$ cat src/rtl/instr_loader_pkg.sv
// Shared types and sizing for the instruction-memory byte-stream loader.
package instr_loader_pkg;

    localparam int unsigned INSTR_W         = 32;
    localparam int unsigned BYTES_PER_INSTR = 4;
    localparam int unsigned BYTE_W          = 8;
    localparam int unsigned IDX_W           = 2;
    localparam int unsigned LEN_W           = 10;
    localparam int unsigned DEF_ADDR_W      = 9;

    typedef enum logic [1:0] {
        S_IDLE  = 2'd0,
        S_LOAD  = 2'd1,
        S_WRITE = 2'd2,
        S_DONE  = 2'd3
    } state_e;

endpackage

$ cat src/rtl/instr_loader_byte_packer.sv
// Assembles four stream bytes little-endian into one instruction word.
module instr_loader_byte_packer
    import instr_loader_pkg::*;
(
    input  logic                 clk,
    input  logic                 rst_n,
    input  logic                 clr,
    input  logic                 take,
    input  logic [BYTE_W-1:0]    data,
    output logic [INSTR_W-1:0]   word,
    output logic                 word_full
);

    logic [IDX_W-1:0]          idx;
    logic [INSTR_W-BYTE_W-1:0] sr;

    // The incoming byte lands on top, so after four bytes byte 0 sits in bits 7:0.
    assign word      = {data, sr};
    assign word_full = take && (idx == IDX_W'(BYTES_PER_INSTR - 1));

    always_ff @(posedge clk or negedge rst_n) begin
        if (!rst_n) begin
            idx <= '0;
            sr  <= '0;
        end else if (clr) begin
            idx <= '0;
            sr  <= '0;
        end else if (take) begin
            idx <= idx + IDX_W'(1);
            sr  <= word[INSTR_W-1:BYTE_W];
        end
    end

endmodule

$ cat src/rtl/instr_loader.sv
// Loads a little-endian byte stream into instruction memory, one word write per four bytes.
module instr_loader
    import instr_loader_pkg::*;
#(
    parameter int unsigned ADDR_W = DEF_ADDR_W,
    parameter int unsigned DEPTH  = 512
)
(
    input  logic                clk,
    input  logic                rst_n,
    input  logic                start,
    input  logic [LEN_W-1:0]    len,
    input  logic                in_valid,
    input  logic [BYTE_W-1:0]   in_data,
    output logic                in_ready,
    output logic                wr_en,
    output logic [ADDR_W-1:0]   wr_addr,
    output logic [INSTR_W-1:0]  wr_data,
    output logic                busy,
    output logic                done
);

    state_e               state;
    state_e               state_nxt;
    logic [LEN_W-1:0]     target;
    logic [LEN_W-1:0]     cnt;
    logic [LEN_W-1:0]     cnt_inc;
    logic [LEN_W-1:0]     len_clip;
    logic                 take;
    logic                 clr;
    logic [INSTR_W-1:0]   word;
    logic                 word_full;

    // Clamping the target to DEPTH keeps every write address inside memory.
    assign len_clip = (32'(len) > DEPTH) ? LEN_W'(DEPTH) : len;
    assign cnt_inc  = cnt + LEN_W'(1);
    assign take     = in_valid && in_ready;
    assign clr      = (state == S_IDLE) && start;

    instr_loader_byte_packer u_byte_packer (
        .clk       (clk),
        .rst_n     (rst_n),
        .clr       (clr),
        .take      (take),
        .data      (in_data),
        .word      (word),
        .word_full (word_full)
    );

    always_ff @(posedge clk or negedge rst_n) begin
        if (!rst_n) begin
            state <= S_IDLE;
        end else begin
            state <= state_nxt;
        end
    end

    always_comb begin
        state_nxt = state;
        case (state)
            S_IDLE: begin
                if (start) begin
                    state_nxt = (len_clip == '0) ? S_DONE : S_LOAD;
                end
            end
            S_LOAD: begin
                if (word_full) begin
                    state_nxt = S_WRITE;
                end
            end
            S_WRITE: begin
                state_nxt = (cnt_inc == target) ? S_DONE : S_LOAD;
            end
            S_DONE: begin
                state_nxt = S_IDLE;
            end
            default: begin
                state_nxt = S_IDLE;
            end
        endcase
    end

    // Status strobes are registered from the next state so they line up with the state register.
    always_ff @(posedge clk or negedge rst_n) begin
        if (!rst_n) begin
            in_ready <= 1'b0;
            busy     <= 1'b0;
            wr_en    <= 1'b0;
            done     <= 1'b0;
            wr_addr  <= '0;
            wr_data  <= '0;
            target   <= '0;
            cnt      <= '0;
        end else begin
            in_ready <= (state_nxt == S_LOAD);
            busy     <= (state_nxt != S_IDLE);
            wr_en    <= (state_nxt == S_WRITE);
            done     <= (state_nxt == S_DONE);
            if (clr) begin
                target <= len_clip;
                cnt    <= '0;
            end
            if (state == S_WRITE) begin
                cnt <= cnt_inc;
            end
            if (state == S_LOAD && word_full) begin
                wr_data <= word;
                wr_addr <= cnt[ADDR_W-1:0];
            end
        end
    end

endmodule

$ cat config.mk
export PLATFORM = sky130hd
export DESIGN_NAME = instr_loader
export DESIGN_NICKNAME = d
export VERILOG_FILES = /design/src/rtl/instr_loader_pkg.sv /design/src/rtl/instr_loader_byte_packer.sv /design/src/rtl/instr_loader.sv
export SDC_FILE = /design/constraint.sdc
export NUM_CORES = 1
export LEC_CHECK = 0
export BUFFER_PORTS_ARGS = -buffer_cell sky130_fd_sc_hd__buf_4
export CAP_MARGIN = 30
export CORE_ASPECT_RATIO = 0.6
export CORE_MARGIN = 2
export CORE_UTILIZATION = 62
export CTS_BUF_LIST = sky130_fd_sc_hd__clkbuf_2
export DETAILED_ROUTE_END_ITERATION = 10
export PLACE_DENSITY = 0.87
export SETUP_SLACK_MARGIN = 0.1
export SYNTH_ARGS = -nofsm -noshare
export SYNTH_HDL_FRONTEND = slang
export SYNTH_SLANG_ARGS = --single-unit
$ cat constraint.sdc
create_clock -name clk -period 3.2 [get_ports clk]
set_input_delay 0.32 -clock clk [delete_from_list [all_inputs] [get_ports clk]]
set_output_delay 0.32 -clock clk [all_outputs]
set_load 0.005 [all_outputs]
==> flow_metrics.tcl, run 1 <==
set metrics [dict create \
    max_slew.worst_pin.slew_ns 0.855 \
    layout_commonest_cell "sky130_fd_sc_hd__dfrtp_1" \
    diodes 0 \
    hold_fix_buffers_at_cts 19 \
    min_path_type "primary input to flip-flop" \
    syn-num-nets 384 \
    ys_ff_latch 93 \
    timing.clock.skew_ns 0.0452 \
    die-width_um 108 \
    worst_setup_path_startpoint "cnt[0]$_DFFE_PN0P_" \
    tritoncts "yes" \
    synth_edf_count 0 \
    whs_endpoint "state[0]$_DFF_PN0_" \
    timing.final.setup_violations 0 \
    final_cell_mix "sky130_fd_sc_hd__dfrtp_1 (93), sky130_fd_sc_hd__nand2_1 (81), sky130_fd_sc_hd__buf_4 (70)" \
    critical_path.max_fanout 9 \
    num_vias 2990 \
    crit_path_cell_trace "ha_1, nand3_1, o21ai_0, nor4bb_1, a211oi_1, o31ai_2, and2_1" \
    worstPathRequired_ns 3.72 \
    largest_incremental_delay_on_the_critical_path_ns 0.54 \
    floorplan.die.height_um 66.2 \
    crit_slowest_cell "sky130_fd_sc_hd__dfrtp_1" \
    avgSynthCellArea_um2 11.1 \
    slew-limit-headroom 0.429 \
    path_class "flip-flop to flip-flop" \
    whs_path_depth 3 \
    synth_ff_type "sky130_fd_sc_hd__dfrtp_1" \
    synth_top_area_share 0.583 \
    layout_min_cycle_time_ns 2.37 \
    post_synth_inst_count 360 \
    htree_levels 3 \
    routed_wire_length_per_instance_um 17.0 \
    synth_cell_types 37 \
    critical_path_buf_inv_count 0 \
    global_route_wire_length_before_repair_mm 14.7 \
    cp_top_family "simple AND/OR/NAND/NOR gates" \
    clock_buffer_depth 2 \
    flop2flop_setup_slack_ns 0.83 \
    die-area_um2 7120 \
    drt_first_pass_iters 4 \
    max_cap_viols 0 \
    row_count 22 \
    wl_mm 8.97 \
    synth-seq-area-share 0.583 \
    total_stage_count_of_the_critical_path 7 \
    cts.sinks 93 \
    run_status "completed" \
    number_of_cells_on_the_worst_reg_to_reg_path 7 \
    top_cells_by_area_synth "sky130_fd_sc_hd__dfrtp_1 (58%), sky130_fd_sc_hd__mux2_2 (12%), sky130_fd_sc_hd__nand2_1 (7.6%)" \
    final_design_area_no_fill_um2 4870 \
    layout_worst_path_cycle_share 0.742 \
    netlist.top_cell.by_area "sky130_fd_sc_hd__dfrtp_1" \
    critical_path_arrival_ns 2.89 \
    gp_congestion 0.983 \
    whs_ns 0.193 \
    vias_per_cell 5.67 \
    endpoints_failing_hold 0 \
    max-vdd-ir-drop_v 0.000665 \
    drive_gt1_frac 0.312 \
    core_area_um2 6170 \
    crit_path_start_kind "flip-flop" \
    worstReg2RegStart "cnt[0]$_DFFE_PN0P_" \
    yosysWarningCount 0 \
    cts.clk_slew.worst_paths_ns 0.26 \
    reg2reg_to "done$_DFF_PN0_" \
    detail_route.drc_violations 0 \
    dp_hpwl_mm 6.34 \
    initial_core_util 0.648 \
    synthArstFlopShare 1.00 \
    antenna_found_initial 0 \
    worst_setup_path_end_kind "flip-flop" \
    area_growth_pct 21.9 \
    netlist_area_um2 3990 \
    max_freq_mhz 421 \
    cts_repair_resize_count 0 \
    grt_setup_unrepaired "no" \
    via_count_of_the_first_global_routing_pass 3004 \
    portBuffers 66 \
    grt_remaining_overflow 0 \
    post_cts.repair.setup_buffers 0 \
    drv_slew 0 \
    detail_route.iter0.violations 240 \
    power-per-cell-area_nw_per_um2 774 \
    route.antenna.remaining_nets 0 \
    gr-usage-all-layers 0.276 \
    cts.root.buffer_cell "sky130_fd_sc_hd__clkbuf_2" \
    placedInstanceArea_um2 4520 \
    floorplan.io_pins 67 \
    setup_tns_ns 0 \
    hp-start "in_valid" \
    cts-buffers-inserted 9 \
    clk_latency_ns 0.58 \
    nets 462 \
    cellLeakagePower_nw 2.35 \
    post-route-util 0.789 \
    grt_start_max_net_pins 42 \
]
worst max-delay path by stage:
stage                                          to  slack (ns)
after floorplan                    done$_DFF_PN0_        1.24
final                              done$_DFF_PN0_        0.83
after CTS                          done$_DFF_PN0_        0.94
after detailed placement           done$_DFF_PN0_        0.97
after global routing               done$_DFF_PN0_        0.68
after global placement    wr_data[19]$_DFFE_PN0P_        1.13
per-stage QoR:
stage / power, W / cells / worst slack (ns)
floorplan: 0.00252 / 360 / 1.24
global placement: 0.00305 / 491 / 1.13
detailed placement: 0.00313 / 491 / 0.970
CTS: 0.00376 / 526 / 0.937
global route: 0.00400 / 527 / 0.680
finish: 0.00377 / 527 / 0.826
cell usage after synthesis, drive strengths merged (2+ instances only):
| master | count |
|---|---|
| nand3b | 8 |
| nor2 | 9 |
| nand2 | 81 |
| ha | 2 |
| buf | 10 |
| o31ai | 4 |
| nor3 | 3 |
| dfrtp | 93 |
| mux2 | 41 |
| clkbuf | 13 |
| and2 | 2 |
| a21oi | 28 |
| nand3 | 12 |
| nor2b | 3 |
| and3 | 3 |
| o41ai | 2 |
| or2b | 2 |
| xor2 | 5 |
| o21ai | 14 |
| nand4 | 2 |
| xnor2 | 11 |
state kept, by name, indices dropped and copies added, names as in the netlist, 2 cells and up:
name               count
u_byte_packer.idx      2
state                  2
target                10
wr_data               32
u_byte_packer.sr      24
cnt                   10
wr_addr                9
cell type report:
cell class	instances	area, um2
Sequential cell	93	2330
Timing Repair Buffer	90	731
Multi-Input combinational cell	244	1570
Fill cell	394	1300
Tap cell	84	105
Clock buffer	9	45.0
Clock inverter	7	92.6
power breakdown:
| group | internal, W | leakage (nW) | switching, W |
|---|---|---|---|
| sequential | 0.00160 | 1.23 | 0.000331 |
| clock | 0.000200 | 0.0753 | 0.000432 |
| combinational | 0.000667 | 1.04 | 0.000537 |
tightest hold or removal path: stages:
cell and delay (ns):
sky130_fd_sc_hd__buf_4 0.10, sky130_fd_sc_hd__and3_2 0.18, sky130_fd_sc_hd__o21ai_0 0.12
metal layers:
| layer | track usage | up-vias | share of wire |
|---|---|---|---|
| li1 | - | 1389 | - |
| met1 | 0.383 | 1466 | 0.45 |
| met2 | 0.409 | 120 | 0.44 |
| met3 | 0.103 | 15 | 0.096 |
| met4 | 0.0833 | 0 | 0.013 |
| met5 | 0 | - | 0 |
cell families after synthesis:
family	share of synthesized area
multiplexers	0.116
AND/OR/NAND/NOR	0.156
flip-flops	0.583
AO/OA/AOI/OAI	0.0755
XOR/XNOR	0.0351
buffers and inverters	0.0285
adder cells (fa/ha/maj)	0.00626
No activity file was read; power rests on OpenSTA's default activity.
==> inputs of run 2 (changes only) <==
--- a/config.mk
+++ b/config.mk
@@ -9,10 +9,10 @@
 export CAP_MARGIN = 30
 export CORE_ASPECT_RATIO = 0.6
 export CORE_MARGIN = 2
-export CORE_UTILIZATION = 62
+export CORE_UTILIZATION = 58
 export CTS_BUF_LIST = sky130_fd_sc_hd__clkbuf_2
 export DETAILED_ROUTE_END_ITERATION = 10
-export PLACE_DENSITY = 0.87
+export PLACE_DENSITY = 0.82
 export SETUP_SLACK_MARGIN = 0.1
 export SYNTH_ARGS = -nofsm -noshare
 export SYNTH_HDL_FRONTEND = slang
==> constraint.sdc (replaced) <==
create_clock -name clk -period 2.33 [get_ports clk]
set_input_delay 0.233 -clock clk [delete_from_list [all_inputs] [get_ports clk]]
set_output_delay 0.233 -clock clk [all_outputs]
set_load 0.005 [all_outputs]
==> run 2 against run 1 <==
  * Worst hold slack worse by 0.084 ns
  * First-iteration DRC count shrank 5.4%
  * Critical path depth fell by 1
  * Clock power rose by 38%
  * Clock skew decreased by 0.024 ns
  * Utilization down 4.9 points
  * Count of clock-buffer cells in the layout grew 1
  * Cell count increased by 1.7%
  * Maximum frequency rose by 12%
  * Sequential power grew 37%
  * Via count grew 0.13%
  * Non-clock buffer count is 7 higher
==> flow_metrics.tcl, run 2 (synthesis results as in run 1) <==
set metrics [dict create \
    worstPathRequired_ns 2.87 \
    clk_latency_ns 0.57 \
    max_slew.worst_pin.slew_ns 0.632 \
    wl_mm 9.33 \
    cts.root.buffer_cell "sky130_fd_sc_hd__clkbuf_2" \
    initial_core_util 0.598 \
    drv_slew 0 \
    drive_gt1_frac 0.316 \
    grt.met3_usage 0.0735 \
    die-width_um 111 \
    htree_levels 3 \
    min_path_type "primary input to flip-flop" \
    die-area_um2 7590 \
    crit_path_cell_trace "and3_2, nand3_1, xnor2_1, nand4_1, o31ai_2, and2_1" \
    cts.sinks 93 \
    placedInstanceArea_um2 4580 \
    nets 469 \
    detail_route.drc_violations 0 \
    floorplan.io_pins 67 \
    stdcell_count 536 \
    detail_route.iter0.violations 227 \
    drt_first_pass_iters 4 \
    registers_with_the_highest_flip_flop_counts "wr_data (32), u_byte_packer.sr (24)" \
    tritoncts "yes" \
    power-per-cell-area_nw_per_um2 1050 \
    antenna_found_initial 0 \
    row_count 23 \
    timing.clock.skew_ns 0.0212 \
    cellLeakagePower_nw 2.37 \
    largest-register "wr_data" \
    portBuffers 66 \
    timing.final.setup_violations 0 \
    setup_tns_ns 0 \
    placedCellCount 497 \
    worst_setup_path_end_kind "flip-flop" \
    gr-usage-all-layers 0.259 \
    grt_setup_unrepaired "no" \
    run_status "completed" \
    grt_start_max_net_pins 49 \
    largest_reg_flops 32 \
    dp_hpwl_mm 6.28 \
    final_cell_mix "sky130_fd_sc_hd__dfrtp_1 (91), sky130_fd_sc_hd__nand2_1 (81), sky130_fd_sc_hd__buf_4 (72)" \
    grt_remaining_overflow 0 \
    largest_incremental_delay_on_the_critical_path_ns 0.59 \
    gr_busiest_metal "met2" \
    layout_commonest_cell "sky130_fd_sc_hd__dfrtp_1" \
    clock_buffer_depth 2 \
    num_vias 2994 \
    cts-buffers-inserted 9 \
    layout_worst_path_cycle_share 0.912 \
    endpoints_failing_hold 0 \
    final_design_area_no_fill_um2 4940 \
    layout_min_cycle_time_ns 2.13 \
    area_growth_pct 23.8 \
    floorplan.die.height_um 68.3 \
    critical_path_arrival_ns 2.66 \
    max_freq_mhz 470 \
    m1_gr_usage 0.376 \
    gp_congestion 0.910 \
    grtUsageMet2 0.388 \
    diodes 0 \
    slew-limit-headroom 0.578 \
    via_count_of_the_first_global_routing_pass 2881 \
    core_area_um2 6680 \
    max-vdd-ir-drop_v 0.000625 \
    routed_wire_length_per_instance_um 17.4 \
    critical_path.max_fanout 10 \
    max_cap_viols 0 \
    global_route_wire_length_before_repair_mm 14.9 \
    path_class "flip-flop to flip-flop" \
    crit_path_start_kind "flip-flop" \
    vias_per_cell 5.59 \
    cts.clk_slew.worst_paths_ns 0.23 \
    crit_slowest_cell "sky130_fd_sc_hd__dfrtp_1" \
    route.antenna.remaining_nets 0 \
]
==> run 2: worst paths after layout <==
| kind | from | to | slack [ns] | cells after the start |
|---|---|---|---|---|
| hold reg to reg | cnt[9]$_DFFE_PN0P_ | cnt[9]$_DFFE_PN0P_ | 0.53 | 1 |
| setup / recovery | cnt[2]$_DFFE_PN0P_ | done$_DFF_PN0_ | 0.20 | 6 |
| max in group asynchronous | rst_n | wr_data[13]$_DFFE_PN0P_ | 1.46 | 3 |
| setup reg to reg | cnt[2]$_DFFE_PN0P_ | done$_DFF_PN0_ | 0.20 | 6 |
| min in group asynchronous | rst_n | target[2]$_DFFE_PN0P_ | 0.19 | 2 |
| hold / removal | in_valid | state[0]$_DFF_PN0_ | 0.11 | 3 |
==> run 2: cell type report <==
cell class / instances / area [um2]
Clock buffer: 10 / 50.0
Clock inverter: 5 / 76.3
Fill cell: 492 / 1730
Multi-Input combinational cell: 244 / 1570
Sequential cell: 93 / 2330
Tap cell: 87 / 109
Timing Repair Buffer: 97 / 811
==> run 2: metal layers <==
layer,share of wire,vias to the layer above
met3,0.077,15
met4,0.011,0
met1,0.47,1487
met5,0,-
li1,-,1397
met2,0.44,95
==> run 2: through the flow <==
stage | total power, W | hold WS [ns] | worst slack (ns) | utilization
2_1_floorplan | 0.00346 | -0.0626 | 0.366 | -
3_3_place_gp | 0.00421 | 0.281 | 0.217 | 0.685
3_5_place_dp | 0.00432 | 0.294 | 0.115 | 0.685
4_1_cts | 0.00521 | 0.0642 | 0.135 | 0.739
5_1_grt | 0.00552 | 0.108 | 0.116 | 0.741
6_report | 0.00520 | 0.109 | 0.204 | 0.741
==> run 2: report_power, final <==
part           switching [W]  internal, W
sequential          0.000444      0.00220
clock               0.000523     0.000348
combinational       0.000752     0.000936
total                0.00172      0.00348
==> run 2: repair_timing <==
item                                   in CTS  in global routing
resized for setup                           1                  2
hold buffers                               23                  0
setup endpoints to repair                   1                  3
setup buffers                               0                  1
pin swaps                                   0                  1
cloned                                      0                  0
endpoints found under the hold margin      73                  0
==> run 2: critical path, delay by kind of cell (launching register included) <==
| family | cells | cell delay (ns) |
|---|---|---|
| xor+xnor | 1 | 0.28 |
| flops | 1 | 0.59 |
| compound gates | 1 | 0.40 |
| simple gates | 4 | 0.83 |
